### config.mk
export PLATFORM = sky130hd
export DESIGN_NAME = exu_div_flat
export DESIGN_NICKNAME = d
export VERILOG_FILES = /design/src/rtl/exu_div_pkg.sv /design/src/rtl/exu_div_if.sv /design/src/rtl/exu_div_core.sv /design/src/rtl/exu_div.sv /design/src/flat_wrapper.sv
export SDC_FILE = /design/constraint.sdc
export NUM_CORES = 1
export LEC_CHECK = 0
export BUFFER_PORTS_ARGS = -buffer_cell sky130_fd_sc_hd__buf_2
export CAP_MARGIN = 20
export CORE_ASPECT_RATIO = 1.75
export CORE_MARGIN = 8
export CORE_UTILIZATION = 35
export DETAILED_ROUTE_END_ITERATION = 16
export MAX_ROUTING_LAYER = met4
export PLACE_DENSITY_LB_ADDON = 0.1
export SLEW_MARGIN = 5
export SYNTH_ARGS = -nofsm -noshare
export SYNTH_HDL_FRONTEND = slang
export SYNTH_HIERARCHICAL = 1
export SYNTH_SLANG_ARGS = --single-unit
### constraint.sdc
create_clock -name clk -period 6.2 [get_ports clk]
set_input_delay 0 -clock clk [delete_from_list [all_inputs] [get_ports clk]]
set_output_delay 0 -clock clk [all_outputs]
set_load 0.02 [all_outputs]
### src/rtl/exu_div_pkg.sv
// Shared definitions for the execute-stage divide unit: ALU sel codes,
// the divider FSM state enum and a small op decoder.
package exu_div_pkg;

  // Divide/remainder sel codes, same encoding as the execute-stage ALU
  localparam logic [4:0] ALU_DIV   = 5'd3;
  localparam logic [4:0] ALU_DIVU  = 5'd4;
  localparam logic [4:0] ALU_REM   = 5'd5;
  localparam logic [4:0] ALU_REMU  = 5'd6;
  localparam logic [4:0] ALU_DIVW  = 5'd25;
  localparam logic [4:0] ALU_DIVUW = 5'd26;
  localparam logic [4:0] ALU_REMW  = 5'd27;
  localparam logic [4:0] ALU_REMUW = 5'd28;

  typedef enum logic [1:0] {
    DIV_IDLE,
    DIV_CALC,
    DIV_DONE
  } divState_e;

  typedef struct packed {
    logic supported;
    logic isWord;
    logic isSigned;
    logic isRem;
  } divOp_t;

  // Splits a sel code into the attributes the datapath cares about
  function automatic divOp_t decodeDivOp(input logic [4:0] sel);
    divOp_t op;
    op = '0;
    case (sel)
      ALU_DIV:   op = '{supported: 1'b1, isWord: 1'b0, isSigned: 1'b1, isRem: 1'b0};
      ALU_DIVU:  op = '{supported: 1'b1, isWord: 1'b0, isSigned: 1'b0, isRem: 1'b0};
      ALU_REM:   op = '{supported: 1'b1, isWord: 1'b0, isSigned: 1'b1, isRem: 1'b1};
      ALU_REMU:  op = '{supported: 1'b1, isWord: 1'b0, isSigned: 1'b0, isRem: 1'b1};
      ALU_DIVW:  op = '{supported: 1'b1, isWord: 1'b1, isSigned: 1'b1, isRem: 1'b0};
      ALU_DIVUW: op = '{supported: 1'b1, isWord: 1'b1, isSigned: 1'b0, isRem: 1'b0};
      ALU_REMW:  op = '{supported: 1'b1, isWord: 1'b1, isSigned: 1'b1, isRem: 1'b1};
      ALU_REMUW: op = '{supported: 1'b1, isWord: 1'b1, isSigned: 1'b0, isRem: 1'b1};
      default:   op = '0;
    endcase
    return op;
  endfunction

endpackage

### src/rtl/exu_div_if.sv
// Request/response handshake bundle between the execute stage and the
// divide unit. The execute stage is the master, the divider the slave.
interface exu_div_if #(parameter int N = 64) ();
  logic         in_valid;
  logic         in_ready;
  logic [4:0]   sel;
  logic [N-1:0] A;
  logic [N-1:0] B;
  logic         out_valid;
  logic         out_ready;
  logic [N-1:0] res;

  modport master (
    output in_valid, sel, A, B, out_ready,
    input  in_ready, out_valid, res
  );

  modport slave (
    input  in_valid, sel, A, B, out_ready,
    output in_ready, out_valid, res
  );
endinterface

### src/rtl/exu_div_core.sv
// Unsigned restoring radix-2 divider. start_i loads the operands and a step
// count; one quotient bit is produced per cycle. done_o is high during the
// final step, and quotient_o/remainder_o then carry the finished result, so
// the caller can capture it on that same edge.
module div_core #(
  parameter int W = 64
) (
  input  logic                     clk,
  input  logic                     rst,
  input  logic                     start_i,
  input  logic                     abort_i,
  input  logic [$clog2(W+1)-1:0]   steps_i,
  input  logic [W-1:0]             dividend_i,
  input  logic [W-1:0]             divisor_i,
  output logic                     done_o,
  output logic [W-1:0]             quotient_o,
  output logic [W-1:0]             remainder_o
);
  localparam int CW = $clog2(W+1);

  logic          busy_q;
  logic [CW-1:0] cnt_q;
  logic [W-1:0]  rem_q;
  logic [W-1:0]  quo_q;
  logic [W-1:0]  div_q;

  logic [W:0]    trial;
  logic          ge;
  logic [W-1:0]  remNext;
  logic [W-1:0]  quoNext;

  // One restoring step: shift the next dividend bit in, subtract if it fits
  always_comb begin
    trial   = {rem_q, quo_q[W-1]};
    ge      = (trial >= {1'b0, div_q});
    remNext = ge ? (trial[W-1:0] - div_q) : trial[W-1:0];
    quoNext = {quo_q[W-2:0], ge};
  end

  assign done_o      = busy_q && (cnt_q == CW'(1));
  assign quotient_o  = quoNext;
  assign remainder_o = remNext;

  // Operand load and per-cycle iteration; abort drops the op immediately
  always_ff @(posedge clk) begin
    if (rst || abort_i) begin
      busy_q <= 1'b0;
      cnt_q  <= '0;
      rem_q  <= '0;
      quo_q  <= '0;
      div_q  <= '0;
    end else if (start_i) begin
      busy_q <= 1'b1;
      cnt_q  <= steps_i;
      rem_q  <= '0;
      quo_q  <= dividend_i;
      div_q  <= divisor_i;
    end else if (busy_q) begin
      rem_q <= remNext;
      quo_q <= quoNext;
      cnt_q <= cnt_q - CW'(1);
      if (cnt_q == CW'(1)) begin
        busy_q <= 1'b0;
      end
    end
  end

endmodule

### src/rtl/exu_div.sv
// Multi-cycle divide/remainder unit for the execute stage. Handles the
// handshake, special cases (divide by zero, signed overflow, unknown sel),
// sign handling around the unsigned core and 32-bit word forms.
module exu_div
  import exu_div_pkg::*;
#(
  parameter int N = 64
) (
  input  logic     clk,
  input  logic     rst,
  input  logic     flush,
  exu_div_if.slave io
);
  localparam int CW = $clog2(N+1);
  localparam logic [N-1:0] MOST_NEG = {1'b1, {(N-1){1'b0}}};

  function automatic logic [N-1:0] sext32(input logic [31:0] x);
    return {{(N-32){x[31]}}, x};
  endfunction

  function automatic logic [N-1:0] zext32(input logic [31:0] x);
    return {{(N-32){1'b0}}, x};
  endfunction

  divState_e     state_q, state_d;

  divOp_t        op;
  logic [N-1:0]  aExt, bExt, aMag, bMag;
  logic          aNeg, bNeg;
  logic          divZero, overflow, isSpecial;
  logic [N-1:0]  specialRes;
  logic [N-1:0]  coreDividend;
  logic [CW-1:0] steps;

  logic          coreStart, loadSpecial, loadCore;
  logic          coreDone;
  logic [N-1:0]  coreQuo, coreRem;

  logic          isWord_q, isRem_q, negQuo_q, negRem_q;
  logic [N-1:0]  res_q;
  logic [N-1:0]  postQuo, postRem, postSel, postRes;

  // Decode the offered op, extend W-form operands and spot special cases
  always_comb begin
    op = decodeDivOp(io.sel);
    if (op.isWord) begin
      aExt = op.isSigned ? sext32(io.A[31:0]) : zext32(io.A[31:0]);
      bExt = op.isSigned ? sext32(io.B[31:0]) : zext32(io.B[31:0]);
    end else begin
      aExt = io.A;
      bExt = io.B;
    end
    aNeg = op.isSigned && aExt[N-1];
    bNeg = op.isSigned && bExt[N-1];
    aMag = aNeg ? -aExt : aExt;
    bMag = bNeg ? -bExt : bExt;

    divZero   = (bExt == '0);
    overflow  = op.isSigned && (bExt == '1) &&
                (aExt == (op.isWord ? sext32(32'h8000_0000) : MOST_NEG));
    isSpecial = !op.supported || divZero || overflow;

    specialRes = '0;
    if (op.supported) begin
      if (divZero) begin
        specialRes = op.isRem ? (op.isWord ? sext32(io.A[31:0]) : io.A) : '1;
      end else if (overflow) begin
        specialRes = op.isRem ? '0 : aExt;
      end
    end

    coreDividend = op.isWord ? (aMag << (N-32)) : aMag;
    steps        = op.isWord ? CW'(32) : CW'(N);
  end

  div_core #(.W(N)) u_core (
    .clk         (clk),
    .rst         (rst),
    .start_i     (coreStart),
    .abort_i     (flush),
    .steps_i     (steps),
    .dividend_i  (coreDividend),
    .divisor_i   (bMag),
    .done_o      (coreDone),
    .quotient_o  (coreQuo),
    .remainder_o (coreRem)
  );

  // Restore signs on the core result and sign-extend word-form results
  always_comb begin
    postQuo = negQuo_q ? -coreQuo : coreQuo;
    postRem = negRem_q ? -coreRem : coreRem;
    postSel = isRem_q ? postRem : postQuo;
    postRes = isWord_q ? sext32(postSel[31:0]) : postSel;
  end

  // Next-state and control strobes; flush overrides everything
  always_comb begin
    state_d     = state_q;
    coreStart   = 1'b0;
    loadSpecial = 1'b0;
    loadCore    = 1'b0;
    case (state_q)
      DIV_IDLE: begin
        if (io.in_valid) begin
          if (isSpecial) begin
            loadSpecial = 1'b1;
            state_d     = DIV_DONE;
          end else begin
            coreStart = 1'b1;
            state_d   = DIV_CALC;
          end
        end
      end
      DIV_CALC: begin
        if (coreDone) begin
          loadCore = 1'b1;
          state_d  = DIV_DONE;
        end
      end
      DIV_DONE: begin
        if (io.out_ready) begin
          state_d = DIV_IDLE;
        end
      end
      default: state_d = DIV_IDLE;
    endcase
    if (flush) begin
      state_d     = DIV_IDLE;
      coreStart   = 1'b0;
      loadSpecial = 1'b0;
      loadCore    = 1'b0;
    end
  end

  // State register
  always_ff @(posedge clk) begin
    if (rst) begin
      state_q <= DIV_IDLE;
    end else begin
      state_q <= state_d;
    end
  end

  // Latch op attributes at accept and capture the result into the output register
  always_ff @(posedge clk) begin
    if (rst) begin
      isWord_q <= 1'b0;
      isRem_q  <= 1'b0;
      negQuo_q <= 1'b0;
      negRem_q <= 1'b0;
      res_q    <= '0;
    end else begin
      if (coreStart) begin
        isWord_q <= op.isWord;
        isRem_q  <= op.isRem;
        negQuo_q <= aNeg ^ bNeg;
        negRem_q <= aNeg;
      end
      if (loadSpecial) begin
        res_q <= specialRes;
      end else if (loadCore) begin
        res_q <= postRes;
      end
    end
  end

  assign io.in_ready  = (state_q == DIV_IDLE);
  assign io.out_valid = (state_q == DIV_DONE);
  assign io.res       = res_q;

endmodule

### src/flat_wrapper.sv
// flat-port wrapper written by rule: the top's interface ports become plain ports
module exu_div_flat import exu_div_pkg::*;
#(
  parameter int N = 64
)
  (clk, rst, flush, io_in_valid, io_sel, io_A, io_B, io_out_ready, io_in_ready, io_out_valid, io_res);
  exu_div_if #(.N(N)) io_i ();
  input  logic clk;
  input  logic rst;
  input  logic flush;
  input wire logic [$bits(io_i.in_valid)-1:0] io_in_valid;
  input wire logic [$bits(io_i.sel)-1:0] io_sel;
  input wire logic [$bits(io_i.A)-1:0] io_A;
  input wire logic [$bits(io_i.B)-1:0] io_B;
  input wire logic [$bits(io_i.out_ready)-1:0] io_out_ready;
  output wire logic [$bits(io_i.in_ready)-1:0] io_in_ready;
  output wire logic [$bits(io_i.out_valid)-1:0] io_out_valid;
  output wire logic [$bits(io_i.res)-1:0] io_res;
  assign io_i.in_valid = io_in_valid;
  assign io_i.sel = io_sel;
  assign io_i.A = io_A;
  assign io_i.B = io_B;
  assign io_i.out_ready = io_out_ready;
  assign io_in_ready = io_i.in_ready;
  assign io_out_valid = io_i.out_valid;
  assign io_res = io_i.res;
  exu_div #(.N(N)) u_core (.clk(clk), .rst(rst), .flush(flush), .io(io_i));
endmodule
==> impl.org, run 1 <==
** Synthesis
- The Yosys step of the flow raised 6 warnings.
- Post-synthesis instance area :: 24500 um^2
- Ranked by instance count, the synthesized netlist is headed by 527 x sky130_fd_sc_hd__nor2_1, 281 x sky130_fd_sc_hd__nand2_1, 270 x sky130_fd_sc_hd__dfxtp_1.
- Ranked by total cell area, the synthesized netlist is headed by sky130_fd_sc_hd__dfxtp_1 22%, sky130_fd_sc_hd__nor2_1 8.1%, sky130_fd_sc_hd__xnor2_1 6.0%, sky130_fd_sc_hd__mux2i_1 5.7%, sky130_fd_sc_hd__a21oi_1 5.5%.
- The synthesized design contains 0 enable-type register cells.
- In the post-synthesis netlist, the cell with the most instances is sky130_fd_sc_hd__nor2_1.
- Predominant post-synthesis flop cell :: sky130_fd_sc_hd__dfxtp_1
- Synthesis produced a netlist whose cell count is 3377.
- After synthesis, flip-flops and latches occupy 22.1% of the total area.
- Number of storage elements in the synthesis netlist :: 270
- Share of the synthesized area in the top cell type :: 22.1%
- A synthesized cell averages 7.26 um^2.
- Area leader, netlist :: sky130_fd_sc_hd__dfxtp_1
- The synthesized netlist contains 107 unique library cells.
- After synthesis, the share of flip-flops with an asynchronous set or reset is 0%.

** Clocking
- Maximum buffer depth of the clock tree :: 3
- Total clock sinks :: 270
- Post-CTS clock slew at the launch and capture registers of the worst setup and hold paths :: 70 ps
- Counting the buffers created by CTS gives 34.
- Root Buffer Master :: sky130_fd_sc_hd__clkbuf_16
- Worst skew pair latency :: 580 ps
- Number of H-tree levels :: 2
- Setup Fix Bufs, Post-CTS :: 0
- TritonCTS built the clock tree.

** Setup path
- CP Launch Type :: flop
- Setup slack, reg-to-reg :: 280 ps
- Together, buffers and inverters on the worst path number 4.
- Startpoint of the lowest-slack register-to-register path :: u_core/u_core/quo_q[63]$_SDFFE_PP0P_
- CP arrival :: 6330 ps
- Cell depth of the worst setup path :: 22
- Endpoint of the lowest-slack register-to-register path :: u_core/io.res[47]$_SDFFE_PP0P_
- The critical path ends at u_core/io.res[47]$_SDFFE_PP0P_.
- The worst register-to-register path has a depth of 22.
- Launch point of the critical path :: u_core/u_core/quo_q[63]$_SDFFE_PP0P_
- For this run, the slowest stage of the critical path takes 550 ps.
- CP delay by family, top :: simple AND/OR/NAND/NOR gates
- The largest individual stage delay along the critical path comes from the cell sky130_fd_sc_hd__or4_1.
- Setup CP Type :: flop to flop
- In this run the worst path has a maximum fanout of 5.
- The most numerous cell type found on the critical path is sky130_fd_sc_hd__buf_4.
- CP cell instances :: inv_1, ha_1, fa_1, nand2b_1, a21oi_1, o211ai_1, a2bb2oi_1, buf_4, a31o_2, a21boi_0, xnor2_1, mux2_4, or4_1, or4_1, nor4_2, nand2b_1, buf_4, o21ai_0, xnor2_1, a221oi_1, buf_4, nor4_1
- Required time at the worst-slack endpoint :: 6610 ps
- The worst setup path is captured at a flop.

** Global route
- First-pass GRT wire length :: 166000 um
- Entering global routing, the biggest net connects 99 pins.
- The initial antenna violation count came to 2.
- GRT Total Usage :: 28.1%
- Global routing finished with a remaining overflow of 0.
- Via count of the first global-routing pass :: 25900

** Hold path
- Worst min-delay path class :: primary input to flop
- Start point of the worst min-delay path :: io_B[46]

** Routing
- Number of remaining DRC errors :: 0
- Via count of the routed design :: 26200
- Via density :: 5.75
- Total Routed Length :: 113000 um
- In this run the remaining antenna-violating nets after routing total 0.
- Dividing the detail-routed wire length by the instance count gives 24.8 um.
- Starting DRT DRC Count :: 1922
- 1st-pass router iterations :: 5

** Placed design
- Cell Count Post-Placement :: 4385
- DP Area :: 26600 um^2
- Before CTS, the worst setup slack after placement is 117 ps.
- Routability cong. :: 0.941
- In this run the tool buffered the top-level ports with 203 buffer cells.
- Once detailed placement completed, the half-perimeter wirelength came to 89600 um.

** Timing
- Adding up every negative setup slack in the final design gives 0 ps.
- Largest clock skew in the final design :: 26.3 ps
- For the pin with the worst max-slew slack, the measured transition is 1290 ps.
- Derived from the worst setup path, the maximum achievable clock frequency is 169 MHz.
- Post-route fraction of the period consumed by the critical path :: 95.5%
- In this run the tightest slew margin relative to its limit is 14.2%.
- Setup slack closes at 278 ps.
- The max-slew violation count came to 0.
- The tightest hold path in the finished design has a slack of 24.0 ps.
- Setup repair after global routing left no endpoint under its margin.
- Setup violations remaining at the end of the flow were counted as 0.
- Count of endpoints failing hold in the final timing report :: 0
- The worst path in the final design needs a cycle of 5920 ps, including I/O delays and setup.

** Outcome
- Status :: finished, final reports clean

** Floorplan
- Floorplan Core Area :: 69500 um^2
- Number of placement rows :: 128
- For this design the top-level I/O count stands at 204.
- In this run the vertical extent of the chip is 366 um.
- The die covers 79100 um^2.
- Measured along the x axis, the die boundary spans 216 um.
- Initial core utilization :: 35.3%

** Power and ir drop
- Pwr Total :: 6.65 mW
- For this design the static power due to leakage is 11.5 nW.
- Dividing total power by cell area gives a power density of 229 nW/um^2.
- IR analysis of the VDD net gives a maximum drop of 0.153 mV.

** Layout
- Final Net Count :: 3844
- Cells fill 41.7% of the core in the end.
- With fillers left out, the area of the finished cells amounts to 29000 um^2.
- For this run, the number of standard cells in the final layout without fillers is 4561.
- Area taken by multi-input logic gates :: 17400 um^2
- Area growth, synth to finish :: 18.2%
- The sequential cells in the finished layout cover a total of 5410 um^2.
- Share of layout cells above drive strength 1 :: 15.4%
- Number of fillers in the final layout :: 7350

** Flow run
- Max-cap violations in this run came to 0.
==> final cells by class <==
class                   count  share of cell area, %
repair buffers            486                   12.0
clock buffers              46                   3.41
flip-flops and latches    270                   18.7
well taps                 910                   3.93
multi-input cells        2726                   60.1
diodes                      1                0.00864
clock inverters            11                  0.393
inverters                 111                   1.47
==> timing repair <==
| action | CTS | global route |
|---|---|---|
| setup endpoints to repair | 0 | 17 |
| endpoints found under the hold margin | 127 | 0 |
| hold buffers | 116 | 0 |
| resized for setup | 0 | 9 |
==> report_power, final <==
part	leakage (nW)	internal (mW)	total [mW]	switching [mW]
registers	2.18	1.76	1.78	0.0252
clock network	0.535	1.16	2.06	0.894
logic	8.74	1.10	2.81	1.70
total	11.5	4.02	6.65	2.62
==> kinds of logic after synthesis <==
logic type	count (synthesis)	synth area share, %
AO/OA/AOI/OAI	941	24.8
AND/OR/NAND/NOR	1230	23.3
other	1	0.0153
flip-flops	270	22.1
multiplexers	177	7.91
buffers and inverters	385	7.36
adder cells (fa/ha/maj)	77	3.96
XOR/XNOR	296	10.6
==> per-layer routing <==
metal	up-vias	track usage [%]	share of wire, %
met2	907	48.8	50
met5	-	-	0
met1	12600	30.1	38
met3	263	2.91	4.5
met4	0	18.5	7.7
li1	12500	-	-
==> worst register-to-register path, stage by stage (launching register included) <==
cell	delay [ps]
sky130_fd_sc_hd__dfxtp_1	340
sky130_fd_sc_hd__inv_1	50
sky130_fd_sc_hd__ha_1	220
sky130_fd_sc_hd__fa_1	410
sky130_fd_sc_hd__nand2b_1	190
sky130_fd_sc_hd__a21oi_1	370
sky130_fd_sc_hd__o211ai_1	220
sky130_fd_sc_hd__a2bb2oi_1	170
sky130_fd_sc_hd__buf_4	170
sky130_fd_sc_hd__a31o_2	190
sky130_fd_sc_hd__a21boi_0	120
sky130_fd_sc_hd__xnor2_1	190
sky130_fd_sc_hd__mux2_4	280
sky130_fd_sc_hd__or4_1	550
sky130_fd_sc_hd__or4_1	460
sky130_fd_sc_hd__nor4_2	310
sky130_fd_sc_hd__nand2b_1	220
sky130_fd_sc_hd__buf_4	210
sky130_fd_sc_hd__o21ai_0	180
sky130_fd_sc_hd__xnor2_1	130
sky130_fd_sc_hd__a221oi_1	510
sky130_fd_sc_hd__buf_4	200
sky130_fd_sc_hd__nor4_1	40
==> cell usage in the layout (no fill, tap or decap), types with 62 or more instances in the layout <==
cell type	netlist	layout
sky130_fd_sc_hd__mux2i_1	139	139
sky130_fd_sc_hd__a21oi_1	267	264
sky130_fd_sc_hd__ha_1	76	76
sky130_fd_sc_hd__nand3_1	69	68
sky130_fd_sc_hd__buf_2	12	203
sky130_fd_sc_hd__xnor2_1	167	167
sky130_fd_sc_hd__nor2_1	527	526
sky130_fd_sc_hd__buf_4	70	163
sky130_fd_sc_hd__o21ai_0	212	212
sky130_fd_sc_hd__dfxtp_1	270	266
sky130_fd_sc_hd__dlygate4sd3_1	0	116
sky130_fd_sc_hd__nand2_1	281	281
sky130_fd_sc_hd__nor3_1	64	62
sky130_fd_sc_hd__inv_1	110	108
sky130_fd_sc_hd__xor2_1	129	129
==> worst min-delay path by stage <==
stage                                                end  cells after the start
floorplan            u_core/u_core/div_q[0]$_SDFFE_PP0P_                      2
global placement          u_core/state_q[0]$_SDFFE_PP0P_                      4
detailed placement        u_core/state_q[0]$_SDFFE_PP0P_                      4
CTS                 u_core/u_core/div_q[58]$_SDFFE_PP0P_                      5
global route        u_core/u_core/div_q[58]$_SDFFE_PP0P_                      5
finish              u_core/u_core/div_q[46]$_SDFFE_PP0P_                      5
==> registers in the layout, indices dropped and copies added (netlist names) <==
signal                flops
u_core/io.res            64
u_core/u_core/div_q      64
u_core/u_core/quo_q      64
u_core/u_core/rem_q      64
u_core/u_core/cnt_q       7
u_core/state_q            2
u_core/isRem_q            1
u_core/isWord_q           1
u_core/negQuo_q           1
u_core/negRem_q           1
u_core/u_core/busy_q      1
No activity file was read; power rests on OpenSTA's default activity.
==> inputs of run 2 (changes only) <==
--- a/config.mk
+++ b/config.mk
@@ -5,6 +5,7 @@
 export SDC_FILE = /design/constraint.sdc
 export NUM_CORES = 1
 export LEC_CHECK = 0
+export ABC_AREA = 1
 export BUFFER_PORTS_ARGS = -buffer_cell sky130_fd_sc_hd__buf_2
 export CAP_MARGIN = 20
 export CORE_ASPECT_RATIO = 1.75
==> impl.org, run 2 <==
** Outcome
- The run finished with clean final reports.

** Setup path
- The most numerous cell type found on the critical path is sky130_fd_sc_hd__nand2_1.
- Crit-path max cell delay :: 470 ps (-80 ps)
- On the critical path, the stage with the largest delay is an instance of sky130_fd_sc_hd__o21ai_0.
- The worst setup path is captured at a flop.
- The reg-to-reg setup timing slack came to 290 ps (+20 ps).
- The required time of the critical path was 6730 ps (+120 ps).
- The largest driver fanout on the critical path was 47 (+42).
- The kind of cell with the highest combined delay along the critical path is simple AND/OR/NAND/NOR gates.
- The worst setup path is of the flop to flop kind.
- The count of buffering cells on the critical path with inverters included came to 5 (+1).
- STA classifies the critical path startpoint as a flop.
- The data arrival at the endpoint of the critical path came to 6440 ps (+110 ps).

** Floorplan
- Floorplan Core Area :: 85600 um^2 (+23%)
- The height of the die is 405 um (+11%).
- Initial core utilization :: 35.3% (+0.039 points)
- The number of I/O pins came to 204 (unchanged).
- Die extent in x :: 238 um (+10%)
- Number of placement rows :: 142 (+11%)
- The die area came to 96400 um^2 (+22%).

** Timing
- The highest attainable clock frequency came to 169 MHz (+0.28%).
- The clock skew is 26.9 ps (+0.630 ps).
- The max-slew violation count is 0 (unchanged).
- Post-route fraction of the period consumed by the critical path :: 95.3% (-0.27 points)
- The headroom to the max-slew limit is 17.0% (+2.9 points).
- Setup repair after global routing left no endpoint under its margin.
- The total setup violations reported at the end of the flow was 0 (unchanged).
- Fin Hold WS :: 24.4 ps (+0.369 ps)
- Final-layout setup total negative slack :: 0 ps (unchanged)
- The time the final worst path needs with I/O delays and setup was 5910 ps (-16.5 ps).
- The final hold violation count is 0 (unchanged).
- Worst Tran Pin Value :: 1240 ps (-51.3 ps)

** Clocking
- The maximum count of clock buffers along a single path was 3 (unchanged).
- The TritonCTS sink count is 270 (unchanged).
- The insertion delay to the later sink of the worst-skew pair was 600 ps (+20 ps).
- The root buffer cell chosen for the clock tree is sky130_fd_sc_hd__clkbuf_16.
- The clock transition time at the flip-flop clock pins of the worst setup and hold paths was 60 ps (about the same).
- The clock buffer count from CTS is 34 (unchanged).
- The level count of the clock H-tree is 2 (unchanged).
- TritonCTS clock tree :: done

** Placed design
- Routability cong. :: 1.12 (+19%)
- # port buffers :: 203 (unchanged)
- DPL Wire Length :: 160000 um (+79%)

** Power and ir drop
- The share of power burned in the clock network came to 25.0% (-6.0 points).
- The cell-internal power came to 4.08 mW (+1.5%).
- The switching portion of total power was 52.3% (+13 points).
- The maximum VDD drop was 0.186 mV (+21%).
- Pwr Density :: 253 nW/um^2 (+10%)
- The total power consumption of the routed design is 8.56 mW (+29%).
- Sequential fraction of design power :: 21.0% (-5.8 points)
- Switching power :: 4.48 mW (+71%)
- The cell leakage power is 17.4 nW (+52%).
- The proportion of power drawn by combinational gates came to 54.0% (+12 points).

** Synthesis
- The average size of a mapped cell is 5.42 um^2 (-25%).
- The total of flip-flops plus latches after synthesis was 270 (unchanged).
- The count of distinct cell types in the synthesized netlist came to 62 (-42%).
- The gate count of the mapped netlist came to 5574 (+65%).
- In the synthesized netlist the dominant register cell turns out to be sky130_fd_sc_hd__dfxtp_1.
- The biggest area contributor in the post-synthesis netlist is sky130_fd_sc_hd__nand2_1.
- Total number of yosys warnings :: 6 (unchanged)
- The fraction of synthesized cell area taken by the top area cell type is 20.1% (-2.0 points).
- Area contributors post-synth :: sky130_fd_sc_hd__nand2_1 20%, sky130_fd_sc_hd__dfxtp_1 18%, sky130_fd_sc_hd__inv_1 11%, sky130_fd_sc_hd__nor2_1 9.1%, sky130_fd_sc_hd__nand3_1 6.5%
- Most instantiated library cell after synthesis :: sky130_fd_sc_hd__nand2_1
- Asr flop ratio synth :: 0% (unchanged)
- Top cells by instance count after synthesis :: 1619 x sky130_fd_sc_hd__nand2_1, 849 x sky130_fd_sc_hd__inv_1, 730 x sky130_fd_sc_hd__nor2_1
- Number of enable-type register cells in the synthesized netlist :: 0 (unchanged)
- The combined area of all synthesized cells was 30200 um^2 (+23%).
- The proportion of synthesized chip area in sequential cells is 17.9% (-4.2 points).

** Layout
- Util after Layout :: 39.6% (-2.1 points)
- Most used cells in the layout excluding fill and tap cells :: 1618 x sky130_fd_sc_hd__nand2_1, 846 x sky130_fd_sc_hd__inv_1, 724 x sky130_fd_sc_hd__nor2_1, 395 x sky130_fd_sc_hd__nand3_1, 345 x sky130_fd_sc_hd__o21ai_0
- Final Net Count :: 5946 (+55%)
- The ratio of cells with drive above 1 in the final layout is 10.8% (-4.6 points).
- From synthesis to final layout, the design area changed by 12.1%.
- The library cell used most frequently in the layout, excluding fill and tap cells, is sky130_fd_sc_hd__nand2_1.

** Routing
- The DRC violation count after routing came to 0 (unchanged).
- WL/cell :: 28.2 um (+14%)
- The final wirelength came to 195000 um (+72%).
- The DRC marker count from the first detailed-route iteration was 3065 (+59%).
- Via density :: 5.39 (-6.2%)
- Antenna violation net count after detailed routing :: 0 (unchanged)
- The number of iterations in the first detailed-routing pass came to 7 (+2).
- Via count of the routed design :: 37300 (+42%)

** Global route
- The pin count of the biggest net entering global routing was 120 (+21%).
- The global routing usage summed across all routing layers came to 40.6% (+12 points).
- The leftover overflow at the end of global routing is 0 (unchanged).
- The initial antenna violation count was 7 (+5).
- Via count of the first global-routing pass :: 36800 (+42%)
- The wire length of the first global-routing pass came to 269000 um (+62%).

** Hold path
- The worst hold path belongs to the class primary input to flop.

** Flow run
- The count of max-cap constraint violations was 0 (unchanged).
run 2: changes by cell type after synthesis, moves of 135 or more:
cell	delta
sky130_fd_sc_hd__nand2_1	+1338
sky130_fd_sc_hd__inv_1	+739
sky130_fd_sc_hd__nand3_1	+326
sky130_fd_sc_hd__nor2_1	+203
sky130_fd_sc_hd__o21ai_0	+142
sky130_fd_sc_hd__mux2i_1	-139
sky130_fd_sc_hd__xnor2_1	-135
run 2: worst register-to-register path: cells and delay by family (launching register included):
kind,cells,cell delay [ps]
and+or+nand+nor,16,2500
AOI/OAI and AO/OA,5,1510
buffers and inverters,5,830
adders and majority gates,2,670
DFF,1,370
run 2: area by class of cell:
type	instances	area [um^2]
well taps	1152	1440
repair buffers	392	2580
clock buffers	46	957
clock inverters	13	163
diodes	6	15.0
flip-flops and latches	270	5410
inverters	870	3270
multi-input cells	4163	20100
fillers	10300	51700
run 2: per-layer routing:
metal  global-route usage [%]  vias up  wire length (um)
li1                         -    17800                 -
met1                     35.4    17300             61000
met2                     70.1     1466             96000
met3                     5.62      701              9140
met4                     46.7        0             28900
met5                        -        -                 0
run 2: power groups by stage:
stage / Combinational (mW) / Clock, mW / Sequential (mW)
final: 4.62 / 2.14 / 1.80
after global routing: 4.82 / 2.22 / 1.80
after CTS: 4.42 / 2.18 / 1.80
after detailed placement: 4.39 / 0 / 1.84
after global placement: 4.41 / 0 / 1.84
after floorplan: 2.41 / 0 / 1.83
run 2: kinds of logic after synthesis:
group,share of synthesized area [%]
other,0.0124
buffers and inverters,16.0
flip-flops,17.9
AND/OR/NAND/NOR,44.4
AO/OA/AOI/OAI,14.6
XOR/XNOR,3.94
adder cells (fa/ha/maj),3.21
run 2: worst paths after layout:
path / to / cells after the start / startpoint
worst max register to register: u_core/io.res[56]$_SDFFE_PP0P_ / 28 / u_core/u_core/rem_q[30]$_SDFFE_PP0P_
worst min register to register: u_core/u_core/div_q[7]$_SDFFE_PP0P_ / 2 / u_core/u_core/div_q[7]$_SDFFE_PP0P_
worst max-delay path: u_core/io.res[56]$_SDFFE_PP0P_ / 28 / u_core/u_core/rem_q[30]$_SDFFE_PP0P_
worst min-delay path: u_core/io.res[4]$_SDFFE_PP0P_ / 7 / io_A[4]
run 2: what timing repair did:
| item | in CTS | in global routing |
|---|---|---|
| buffers inserted | 0 | 1 |
| setup endpoints to repair | 0 | 2 |
| hold buffers | 23 | 0 |
| hold endpoints to repair | 24 | 0 |
| gates resized for setup | 0 | 1 |
run 2: per-stage QoR:
step                      worst slack, ps  instance area, um^2  cells
after global routing                 12.2                33900   6909
after floorplan                      2410                30200   5578
final                                 294                33900   6912
after CTS                             386                33900   6905
after detailed placement              410                32500   6823
after global placement                466                32500   6821
